--- src/rtl/fetch_unit_pkg.sv ---
// Shared types and constants for the fetch unit: widths, FSM states,
// next-PC select encodings and the branch offset field position.
package fetch_unit_pkg;

  localparam int unsigned PC_W = 16;
  localparam int unsigned IR_W = 16;

  typedef enum logic [1:0] {
    FETCH = 2'd0,
    EXEC  = 2'd1,
    HALT  = 2'd2
  } state_t;

  localparam logic [1:0] PCSEL_HOLD   = 2'd0;
  localparam logic [1:0] PCSEL_BRANCH = 2'd1;
  localparam logic [1:0] PCSEL_SEQ    = 2'd2;
  localparam logic [1:0] PCSEL_RET    = 2'd3;

  localparam int unsigned OFFSET_MSB = 10;
  localparam int unsigned OFFSET_LSB = 0;
  localparam int unsigned OFFSET_W   = OFFSET_MSB - OFFSET_LSB + 1;

endpackage

--- src/rtl/next_pc_calc.sv ---
// Combinational next-PC selection: hold, pc-relative branch, sequential, return.
module next_pc_calc #(
  parameter int unsigned PC_W = fetch_unit_pkg::PC_W
) (
  input  logic [PC_W-1:0]                     pc,
  input  logic [PC_W-1:0]                     ra,
  input  logic [fetch_unit_pkg::OFFSET_W-1:0] offset,
  input  logic [1:0]                          select,
  output logic [PC_W-1:0]                     next_pc,
  output logic [PC_W-1:0]                     pc_plus1
);
  import fetch_unit_pkg::*;

  logic [PC_W-1:0] offsetExt;

  assign offsetExt = {{(PC_W-OFFSET_W){offset[OFFSET_W-1]}}, offset};
  assign pc_plus1  = pc + 1'b1;

  always_comb begin
    next_pc = pc;
    case (select)
      PCSEL_BRANCH: next_pc = pc + offsetExt;
      PCSEL_SEQ:    next_pc = pc_plus1;
      PCSEL_RET:    next_pc = ra;
      default:      next_pc = pc;
    endcase
  end

endmodule

--- src/rtl/fetch_unit.sv ---
// Instruction fetch FSM (FETCH/EXEC/HALT) owning the pc, ir and link register.
module fetch_unit #(
  parameter int unsigned PC_W = fetch_unit_pkg::PC_W,
  parameter int unsigned IR_W = fetch_unit_pkg::IR_W
) (
  input  logic            clk,
  input  logic            rst,
  output logic            imem_req,
  output logic [PC_W-1:0] imem_addr,
  input  logic            imem_ack,
  input  logic [IR_W-1:0] imem_rdata,
  output logic [IR_W-1:0] ir,
  output logic            ir_valid,
  input  logic [1:0]      choosePCUpdate,
  input  logic            ldRA,
  input  logic            stall,
  output logic [PC_W-1:0] pc,
  output logic [PC_W-1:0] ra,
  output logic            halted
);
  import fetch_unit_pkg::*;

  state_t          state, stateNext;
  logic            execGo;
  logic [PC_W-1:0] nextPc, pcPlus1;

  next_pc_calc #(.PC_W(PC_W)) uNextPc (
    .pc       (pc),
    .ra       (ra),
    .offset   (ir[OFFSET_MSB:OFFSET_LSB]),
    .select   (choosePCUpdate),
    .next_pc  (nextPc),
    .pc_plus1 (pcPlus1)
  );

  assign imem_addr = pc;

  always_ff @(posedge clk) begin
    if (rst) begin
      state <= FETCH;
      pc    <= '0;
      ir    <= '0;
      ra    <= '0;
    end else begin
      state <= stateNext;
      if (state == FETCH && imem_ack) ir <= imem_rdata;
      if (execGo) pc <= nextPc;
      // ra captures pc+1 from the same edge, so a simultaneous return still uses the old ra
      if (execGo && ldRA) ra <= pcPlus1;
    end
  end

  always_comb begin
    stateNext = state;
    imem_req  = 1'b0;
    ir_valid  = 1'b0;
    halted    = 1'b0;
    execGo    = 1'b0;
    case (state)
      FETCH: begin
        imem_req = 1'b1;
        if (imem_ack) stateNext = EXEC;
      end
      EXEC: begin
        ir_valid = 1'b1;
        if (!stall) begin
          execGo    = 1'b1;
          stateNext = (choosePCUpdate == PCSEL_HOLD) ? HALT : FETCH;
        end
      end
      HALT: halted = 1'b1;
      default: stateNext = FETCH;
    endcase
  end

endmodule

--- config.mk ---
export PLATFORM = sky130hd
export DESIGN_NAME = fetch_unit
export DESIGN_NICKNAME = d
export VERILOG_FILES = /design/src/rtl/fetch_unit_pkg.sv /design/src/rtl/next_pc_calc.sv /design/src/rtl/fetch_unit.sv
export SDC_FILE = /design/constraint.sdc
export NUM_CORES = 1
export LEC_CHECK = 0
export ABC_AREA = 1
export BUFFER_PORTS_ARGS = -buffer_cell sky130_fd_sc_hd__buf_2
export CAP_MARGIN = 0
export CELL_PAD_IN_SITES_DETAIL_PLACEMENT = 0
export CELL_PAD_IN_SITES_GLOBAL_PLACEMENT = 1
export CORE_MARGIN = 10
export CORE_UTILIZATION = 39
export CTS_CLUSTER_DIAMETER = 200
export DETAILED_ROUTE_END_ITERATION = 10
export HOLD_SLACK_MARGIN = 0.1
export PLACE_DENSITY = 0.94
export SYNTH_ARGS = -nofsm -noshare
export SYNTH_HDL_FRONTEND = slang
export SYNTH_SLANG_ARGS = --single-unit
--- constraint.sdc ---
create_clock -name clk -period 3.2 [get_ports clk]
set_clock_uncertainty 0.05 [all_clocks]
set_input_delay 0.32 -clock clk [delete_from_list [all_inputs] [get_ports clk]]
set_output_delay 0.32 -clock clk [all_outputs]
set_load 0.05 [all_outputs]
==> results of run 1 <==
## final cells by class
class	count	area (µm²)
clock buffers	7	86.3
clock inverters	1	8.76
fillers	941	4700
inverters	73	274
multi-input cells	397	1970
flip-flops and latches	50	1000
well taps	108	135
repair buffers	91	460
## power groups by stage
stage	Clock [mW]	Sequential (mW)	Combinational, mW
4_1_cts	0.427	0.710	0.475
3_5_place_dp	0	0.724	0.473
6_report	0.412	0.709	0.471
2_1_floorplan	0	0.837	0.250
3_3_place_gp	0	0.722	0.471
5_1_grt	0.447	0.716	0.515
## path summary, 6_finish.rpt
check	from	endpoint	slack (ps)	cells after the start
hold reg to reg	ir[13]$_SDFFE_PP0P_	ir[13]$_SDFFE_PP0P_	430	2
setup reg to reg	imem_addr[2]$_SDFFE_PP0P_	imem_addr[5]$_SDFFE_PP0P_	1180	7
hold / removal	rst	state[0]$_SDFFE_PP0P_	200	2
setup / recovery	imem_addr[2]$_SDFFE_PP0P_	imem_addr[5]$_SDFFE_PP0P_	1180	7
## flip-flops by register name, indices dropped and copies added, names as in the netlist
name and flops:
imem_addr 16, ir 16, ra 16, state 2
## cells in the mapped netlist, types with 7 or more instances
cell type  count
nand2_1      135
nor2_1        72
inv_1         61
dfxtp_1       50
a21oi_1       40
o21ai_0       37
nand3_1       36
buf_4         16
ha_1          16
o21ai_1       10
inv_2          8
clkbuf_1       7
nand4_1        7
xor2_1         7
## worst max-delay path, cell delays in order (launching register included)
cell     delay (ps)
dfxtp_1         550
ha_1            330
or2_1           280
nand3_1         100
nand2_1         110
or2_2           290
nand3_1         110
a31oi_1          90
## layer usage
layer  share of wire  GRT usage
met1            0.44      0.188
met2            0.48      0.269
met3           0.075     0.0404
met4           0.011     0.0334
met5               0          0
## cells by family (layout without fill, tap and decap cells)
family / Yosys count / after routing / synth area share
and+or+nand+nor: 273 / 273 / 0.338
AOI/OAI and AO/OA: 99 / 99 / 0.152
DFF: 50 / 50 / 0.292
xor gates and xnor gates: 8 / 8 / 0.0204
adders and majority gates: 17 / 17 / 0.0642
buffers and inverters: 102 / 172 / 0.133
## cells in the final DEF (no fill, tap or decap)
cell type,netlist,layout
clkbuf_8,0,6
nand3b_1,3,3
and2_1,1,1
or2_2,3,3
a31oi_1,5,5
xor2_1,7,7
clkbuf_1,7,1
nor2_4,2,2
o21ai_1,10,10
nor2_2,5,5
nand3_2,2,2
a41oi_1,2,2
a21oi_1,40,40
nand4_1,7,7
ha_1,16,16
buf_2,5,89
o21ai_0,37,37
o211ai_1,3,3
inv_6,0,1
xnor2_1,1,1
or2_1,2,2
nand3_1,36,36
nor2_1,72,72
nand2_2,1,1
nand2_1,135,135
nor3_1,4,4
buf_4,16,2
inv_2,8,8
fa_1,1,1
clkinv_1,4,4
dfxtp_1,50,50
o21bai_1,2,2
inv_1,61,61
## stage by stage
stage               cell area [µm²]  setup slack, ps
CTS                            3940             1180
floorplan                      3430             1110
global route                   3940             1050
detailed placement             3840             1210
finish                         3940             1180
global placement               3840             1230
==> key figures, run 1 <==
STA
  – Worst-Margin Slew: 1040 ps
  – # setup viols final: 0
  – Rel. slew slack: 0.306
  – Hold Fails Final Rpt: 0
  – Final Max Slew Viols: 0
  – Unrepaired setup endpoints after global routing: false
  – Total Neg Setup Slack: 0 ps
  – Min Tclk post-route: 2020 ps
  – Fmax: just under 500 MHz
  – Hold_ws: 200 ps
  – Share of the clock period used by the worst path: 0.633

Global route
  – Initial antenna violation count: 0
  – Global-route wire length before repair: 16.9 mm
  – Global route total overflow: 0
  – Maximum number of pins on one net before global-route repair: 40
  – Vias in the first global route: 3568
  – GRT Util Overall: 0.155

Critical path
  – Critical path class: reg2reg
  – CP Capture Type: flip-flop
  – Crit path DAT: 2180 ps
  – CP Launch Type: flip-flop
  – WP data required: between 3000 and 4000 ps
  – Critical-path maximum fanout: 8

Hold path
  – Hold Path Class: in2reg

Yosys
  – Sequential fraction of the synthesis area: 0.292
  – Top cells by area, synth: dfxtp_1 (29%), nand2_1 (15%), nor2_1 (7.9%)
  – Syn Area/Cell: between 6 and 7 µm²
  – Async SR Flop Fraction: 0
  – Post-synth top flop: dfxtp_1
  – Register bit total from synthesis: 50
  – Post-synth EDFFs: 0
  – Mapped Nets: 589
  – Top cell type's share of synthesized area: 0.292
  – Synthesized area: 3430 µm²
  – Post-Syn Instances: 549
  – Distinct cells, synth: 32
  – Cell taking the most area after synthesis: dfxtp_1
  – Warnings from Yosys: 0

Clocking
  – CTS hold repair buffers: 0
  – TritonCTS clock tree: built
  – Worst skew pair latency: 310 ps
  – Clock sink total: 50
  – Post-CTS setup buffers: 0
  – CTS root buf: clkbuf_8
  – Post_cts resized: 0
  – Cts bufs inserted: 5
  – H-tree Lvls: 2
  – Max clock buf depth: 2
  – Worst-path clk slew: 100 ps

Floorplan
  – DIE WIDTH: around 110 µm
  – I/O pins: 90
  – Std-Cell Core Area: 8640 µm²
  – Die ar.: 12900 µm²
  – Std cell rows: 34
  – Die Ht: between 100 and 150 µm
  – Starting Density: 0.397

Power and ir drop
  – Switch share: 0.394
  – Overall power: about 1.6 mW
  – Leakage power: 2.13 nW
  – Combinational fraction of design power: 0.296
  – Max VDD drop: 0.212 mV
  – Int Power: 0.965 mW
  – Pwr per Cell Area: 404 nW/µm²
  – Seq pwr share: 0.445
  – P_sw: 0.627 mW
  – Clock power share: 0.259

Drt
  – Drt total wl: roughly 10 mm
  – Via/cell ratio: 5.04
  – Routed vias: 3662
  – DRC Markers: 0
  – Post-route ant nets: 0
  – Initial DRC count: 159
  – First-pass iteration count of the detailed router: 5
  – Drt wl/cell: 14.0 µm

Placement
  – Placed Cells: 719
  – IO buf count: 89
  – GP Congestion: 0.915
  – Hpwl dp: 8.05 mm

Finish
  – Cell Count, Final, Fillers Out: 727
  – Area Overhead vs Synth: 14.8%
  – Nets@finish: approximately 660
  – Util after Layout: 0.456
  – Ant diodes: 0
  – Layout cells sized above 1: 0.192

Status
  – Status: completed

Flow run
  – Max-cap violation count: 0
(Power assumes the default switching activity.)
==> run 2, diff against run 1 <==
Settings changed: CORE_UTILIZATION 39 to 33, PLACE_DENSITY 0.94 to 0.86.
Clock period 3.2 ns to 1.67 ns, I/O delays scaled along.
==> run 2 against run 1 <==
  * The run now ends with setup timing left
  * Utilization rose by 1.6 points
  * Highest routed layer unchanged
  * Sequential cell count is the same
  * Clock power increased by 130%
  * Register-to-register slack got worse by 1200 ps
  * Critical path depth increased by 3
  * Fmax grew 16%
  * Critical path type unchanged
  * Non-clock buffer count up 53
  * Via count rose by 7.5%
  * Wire length is 11% higher
  * Global-route usage fell by 0.84 points
  * Sequential power increased by 89%
  * Count of clock-buffer cells in the layout decreased by 1
==> key figures, run 2 (synthesized netlist as in run 1, its figures left out) <==
Floorplan
  – Std-Cell Core Area: 10200 µm² (+18%)
  – DIE WIDTH: 122 µm (+7.2%)
  – Starting Density: 0.335 (-0.0619)
  – I/O pins: 90 (unchanged)
  – Die ar.: 14900 µm² (+15%)
  – Std cell rows: 37 (+8.8%)
  – Die Ht: 122 µm (+7.2%)

Placement
  – IO buf count: 89 (unchanged)
  – GP Congestion: 0.880 (-3.8%)
  – Hpwl dp: 8.74 mm (+8.7%)
  – Dpl ws: -35.1 ps (-1240 ps)

Drt
  – Initial DRC count: 261 (+64%)
  – Post-route ant nets: 0 (unchanged)
  – Drt total wl: 11.3 mm (+11%)
  – Via/cell ratio: 4.87 (-3.3%)
  – Routed vias: 3937 (+7.5%)
  – DRC Markers: 0 (unchanged)
  – First-pass iteration count of the detailed router: 4 (-1)
  – Drt wl/cell: 14.0 µm (+0.29%)

Finish
  – Most common cell after layout, fill and taps aside: nand2_1
  – Fillers: 1068 (+13%)
  – Layout cells sized above 1: 0.342 (+0.150)
  – Most frequent cells in the layout: nand2_1 (118), buf_2 (89), nor2_1 (69), inv_1 (61), o21ai_0 (36)
  – Register area: 1050 µm² (+5.2%)
  – Nets@finish: 711 (+8.1%)
  – Area of the multi-input gates: 2280 µm² (+16%)
  – Util after Layout: 0.472 (+0.0157)
  – Area Overhead vs Synth: 40.7%
  – Ant diodes: 0 (unchanged)

STA
  – Unrepaired setup endpoints after global routing: true
  – Post-route setup slack: -72.6 ps (-1250 ps)
  – Hold Fails Final Rpt: 0 (unchanged)
  – Fmax: 574 MHz (+16%)
  – # setup viols final: 8 (+8)
  – Share of the clock period used by the worst path: 1.04 (+0.411)
  – Rel. slew slack: 0.680 (+0.375)
  – Min Tclk post-route: 1740 ps (-282 ps)
  – Worst-Margin Slew: 479 ps (-561 ps)
  – Final Max Slew Viols: 0 (unchanged)

Hold path
  – Hold path depth: 4 (+2)
  – Hold Path Class: in2reg

Critical path
  – Crit path cell chain: ha_4, fa_2, nand2_2, nand2_2, and2_4, nand3_4, nand3_2, nand2_1, nand3_2, a21oi_2
  – Critical path class: reg2reg
  – Critical Path Max Stage Delay: 390 ps (-160 ps)
  – Critical-path maximum fanout: 4 (-4)
  – WP data required: 1860 ps (-1490 ps)
  – CP Capture Type: flip-flop
  – Crit path DAT: 1930 ps (-250 ps)
  – R2r worst-path depth: 10 (+3)
  – Highest-delay cell along the critical path: fa_2
  – CP Launch Type: flip-flop

Global route
  – GRT Util Overall: 0.147 (-0.00843)
  – Global-route wire length before repair: 18.0 mm (+6.5%)
  – Global route total overflow: 0 (unchanged)
  – Initial antenna violation count: 0 (unchanged)
  – Maximum number of pins on one net before global-route repair: 46 (+15%)
  – Vias in the first global route: 3831 (+7.4%)

Clocking
  – Clock sink total: 50 (unchanged)
  – TritonCTS clock tree: built
  – H-tree Lvls: 2 (unchanged)
  – Max clock buf depth: 2 (unchanged)
  – CTS root buf: clkbuf_8
  – Worst skew pair latency: 320 ps (about the same)
  – Worst-path clk slew: 110 ps (about the same)
  – Cts bufs inserted: 5 (unchanged)

Power and ir drop
  – Max VDD drop: 0.371 mV (+74%)
  – Overall power: 3.43 mW (+120%)
  – Pwr per Cell Area: 710 nW/µm² (+76%)
  – Leakage power: 2.46 nW (+16%)

Status
  – Status: finished with violations
  – Violated checks: setup timing

Flow run
  – Max-cap violation count: 0 (unchanged)
run 2: changes by cell type in the layout (fill, tap and decap cells not counted), sizes merged:
cell,previous run,this run
buf,91,126
dlygate4sd3,0,18
bufinv,0,1
clkbuf,7,6
clkinv,4,5
inv,70,69
run 2: final timing paths:
check	startpoint	end	slack (ps)
worst max-delay path	imem_addr[0]$_SDFFE_PP0P_	imem_addr[12]$_SDFFE_PP0P_	-70
worst min-delay path	choosePCUpdate[0]	state[1]$_SDFFE_PP0P_	180
worst max register to register	imem_addr[0]$_SDFFE_PP0P_	imem_addr[12]$_SDFFE_PP0P_	-70
worst min register to register	ir[11]$_SDFFE_PP0P_	ir[11]$_SDFFE_PP0P_	440
run 2: what timing repair did:
item,4_1_cts,5_1_grt
endpoints found under the setup margin,11,25
resized for setup,13,48
pin swaps,3,16
buffers inserted,2,5
endpoints found under the hold margin,18,0
hold buffers,18,0
run 2: through the flow:
| stage | cells | TNS, ps | hold slack (ps) | instance area [µm²] |
|---|---|---|---|---|
| 4_1_cts | 804 | -105 | 187 | 4570 |
| 5_1_grt | 808 | -1320 | 206 | 4830 |
| 6_report | 808 | -421 | 182 | 4830 |
| 2_1_floorplan | 549 | -179 | 186 | 3520 |
| 3_5_place_dp | 776 | -133 | 376 | 4190 |
| 3_3_place_gp | 776 | -37.9 | 369 | 4190 |
run 2: critical path, delay by kind of cell (launching register included):
kind,cells,cell delay (ps)
compound gates,1,140
fa+ha+maj,2,550
flops,1,380
simple gates,7,560
run 2: cell type report:
cell class	instances	share of cell area
sequential	50	0.218
timing repair buffer	144	0.191
clock inverter	2	0.00804
tap	136	0.0353
clock buffer	6	0.0171
multi-input combinational	397	0.472
inverter	73	0.0578
run 2: layer usage:
layer	vias to the layer above	GRT usage	part of all wire
met5	-	0	0
met4	0	0.0410	0.015
met3	12	0.0407	0.069
met2	101	0.254	0.49
met1	1828	0.173	0.42
li1	1996	-	-
run 2: power by group:
part           switching [mW]  internal, mW
Clock                   0.455         0.494
Combinational           0.751         0.384
Sequential             0.0760          1.27
Total                    1.28          2.15
==> run 3, diff against run 2 <==
Settings changed: ABC_CLOCK_PERIOD_IN_PS set to 1800, CORE_UTILIZATION 33 to 36, PLACE_DENSITY 0.86 to 0.89.
Clock period 1.67 ns to 1.8 ns, I/O delays scaled along.
==> run 3 against run 2 <==
  * The flow now finishes without violations
  * Total power shrank 11%
  * Utilization increased by 1.1 points
  * Final cell count decreased by 3.6%
  * Critical path type unchanged
  * Die area fell by 7.0%
  * Global-route usage rose by 0.61 points
  * Count of clock-buffer cells in the layout is the same
  * Wire length fell by 4.5%
  * Design area is 7.5% lower
==> key figures, run 3 (synthesized netlist as in run 1, its figures left out) <==
Global route
  – Global-route wire length before repair: 18.2 mm (+0.80%)
  – Maximum number of pins on one net before global-route repair: 46 (unchanged)
  – Initial antenna violation count: 0 (unchanged)
  – Global route total overflow: 0 (unchanged)
  – GRT Util Overall: 0.153 (+0.00606)
  – Vias in the first global route: 3830 (-0.026%)

Power and ir drop
  – Combinational fraction of design power: 0.312 (-0.019)
  – Clock power share: 0.277 (about the same)
  – Overall power: 3.04 mW (-11%)
  – Switch share: 0.370 (-0.00357)
  – Max VDD drop: 0.367 mV (-0.83%)
  – Leakage power: 2.32 nW (-5.6%)
  – Seq pwr share: 0.410 (+0.018)
  – Int Power: 1.91 mW (-11%)
  – Pwr per Cell Area: 681 nW/µm² (-4.1%)
  – P_sw: 1.13 mW (-12%)

Placement
  – IO buf count: 89 (unchanged)
  – Dpl ws: 14.5 ps (+49.5 ps)
  – GP Congestion: 0.900 (+2.3%)
  – Hpwl dp: 8.49 mm (-2.9%)

STA
  – Rel. slew slack: 0.661 (-0.0190)
  – Fmax: 570 MHz (-0.65%)
  – Share of the clock period used by the worst path: 0.974 (-0.0690)
  – Worst-Margin Slew: 508 ps (+28.4 ps)
  – Final Max Slew Viols: 0 (unchanged)
  – Unrepaired setup endpoints after global routing: true
  – # setup viols final: 0 (-8)
  – Post-route setup slack: 46.0 ps (+119 ps)
  – Min Tclk post-route: 1750 ps (+11.4 ps)
  – Hold_ws: 92.8 ps (-89.3 ps)
  – Hold Fails Final Rpt: 0 (unchanged)

Floorplan
  – I/O pins: 90 (unchanged)
  – Die Ht: 118 µm (-3.6%)
  – Std cell rows: 35 (-5.4%)
  – Die ar.: 13800 µm² (-7.0%)
  – Std-Cell Core Area: 9240 µm² (-9.7%)
  – DIE WIDTH: 118 µm (-3.6%)
  – Starting Density: 0.371 (+0.0360)

Clocking
  – CTS root buf: clkbuf_8
  – Cts bufs inserted: 5 (unchanged)
  – Worst-path clk slew: 100 ps (about the same)
  – Max clock buf depth: 2 (unchanged)
  – Worst skew pair latency: 310 ps (about the same)
  – H-tree Lvls: 2 (unchanged)
  – Clock sink total: 50 (unchanged)
  – TritonCTS clock tree: built

Finish
  – Nets@finish: 690 (-3.0%)
  – Most frequent cells in the layout: nand2_1 (127), buf_2 (89), nor2_1 (69), inv_1 (61), a21oi_1 (38)
  – Layout cells sized above 1: 0.285 (-0.0576)
  – Most common cell after layout, fill and taps aside: nand2_1
  – Util after Layout: 0.483 (+0.0113)
  – Ant diodes: 0 (unchanged)
  – Area Overhead vs Synth: 30.1%
  – Fillers: 975 (-8.7%)

Drt
  – Initial DRC count: 170 (-35%)
  – Routed vias: 3809 (-3.3%)
  – Drt total wl: 10.8 mm (-4.5%)
  – Via/cell ratio: 4.89 (+0.35%)
  – First-pass iteration count of the detailed router: 4 (unchanged)
  – DRC Markers: 0 (unchanged)
  – Drt wl/cell: 13.9 µm (-0.93%)
  – Post-route ant nets: 0 (unchanged)

Status
  – Status: completed

Critical path
  – WP data required: 1940 ps (+80 ps)
  – CP Launch Type: flip-flop
  – Highest-delay cell along the critical path: dfxtp_4
  – CP Capture Type: flip-flop
  – Critical path class: reg2reg
  – Most used cell, CP: nand2_1
  – Crit path DAT: 1900 ps (-30 ps)
  – Critical-path maximum fanout: 4 (unchanged)
  – Critical Path Max Stage Delay: 370 ps (-20 ps)
  – Crit path cell chain: ha_4, fa_2, nand2_1, nand2_1, and2_4, or2_2, nand3_2, a31oi_1

Hold path
  – Hold Path Class: in2reg

Flow run
  – Max-cap violation count: 0 (unchanged)
## run 3: changes by cell type in the layout (fill, tap and decap cells not counted), sizes merged
cell         previous run  this run
dlygate4sd3            18        16
buf                   126       107
clkinv                  5         4
## run 3: layer usage
layer,track usage,share of wire
met1,0.187,0.44
met2,0.262,0.49
met3,0.0302,0.058
met4,0.0456,0.016
met5,0,0
## run 3: metrics by stage
step,setup TNS (ps),std cells,instance area [µm²]
after floorplan,-45.8,549,3480
after global placement,0,754,4050
after detailed placement,0,754,4050
after CTS,0,777,4340
after global routing,-89.4,779,4460
final,0,779,4460
## run 3: worst paths after layout
kind | from | to | slack (ps) | cells past startpoint
min reg2reg | ir[12]$_SDFFE_PP0P_ | ir[12]$_SDFFE_PP0P_ | 440 | 2
max reg2reg | imem_addr[0]$_SDFFE_PP0P_ | imem_addr[4]$_SDFFE_PP0P_ | 50 | 8
max | imem_addr[0]$_SDFFE_PP0P_ | imem_addr[4]$_SDFFE_PP0P_ | 50 | 8
min | imem_rdata[9] | ir[9]$_SDFFE_PP0P_ | 90 | 3
## run 3: final cells by class
class | instances | area [µm²] | share of cell area
tap | 129 | 161 | 0.0362
clock inverter | 1 | 30.0 | 0.00673
sequential | 50 | 1040 | 0.232
inverter | 73 | 274 | 0.0614
multi-input combinational | 397 | 2110 | 0.473
clock buffer | 6 | 82.6 | 0.0185
timing repair buffer | 123 | 769 | 0.172
## run 3: worst max-delay path, delay by kind of cell (launching register included)
kind	cells	cell delay, ps
flip-flops	1	370
adder cells (fa/ha/maj)	2	510
AND/OR/NAND/NOR	5	640
AO/OA/AOI/OAI	1	70
## run 3: repair_timing
action / in CTS / in global routing
setup endpoints to repair: 1 / 13
hold endpoints to repair: 16 / 0
buffers inserted: 0 / 2
pin swaps: 0 / 4
hold buffers: 16 / 0
resized for setup: 2 / 27
## run 3: power groups by stage
stage / Sequential, mW / Combinational [mW] / Clock [mW]
global route: 1.26 / 1.04 / 0.901
finish: 1.25 / 0.950 / 0.843
CTS: 1.25 / 0.933 / 0.853
detailed placement: 1.27 / 0.903 / 0
floorplan: 1.50 / 0.445 / 0
global placement: 1.27 / 0.896 / 0
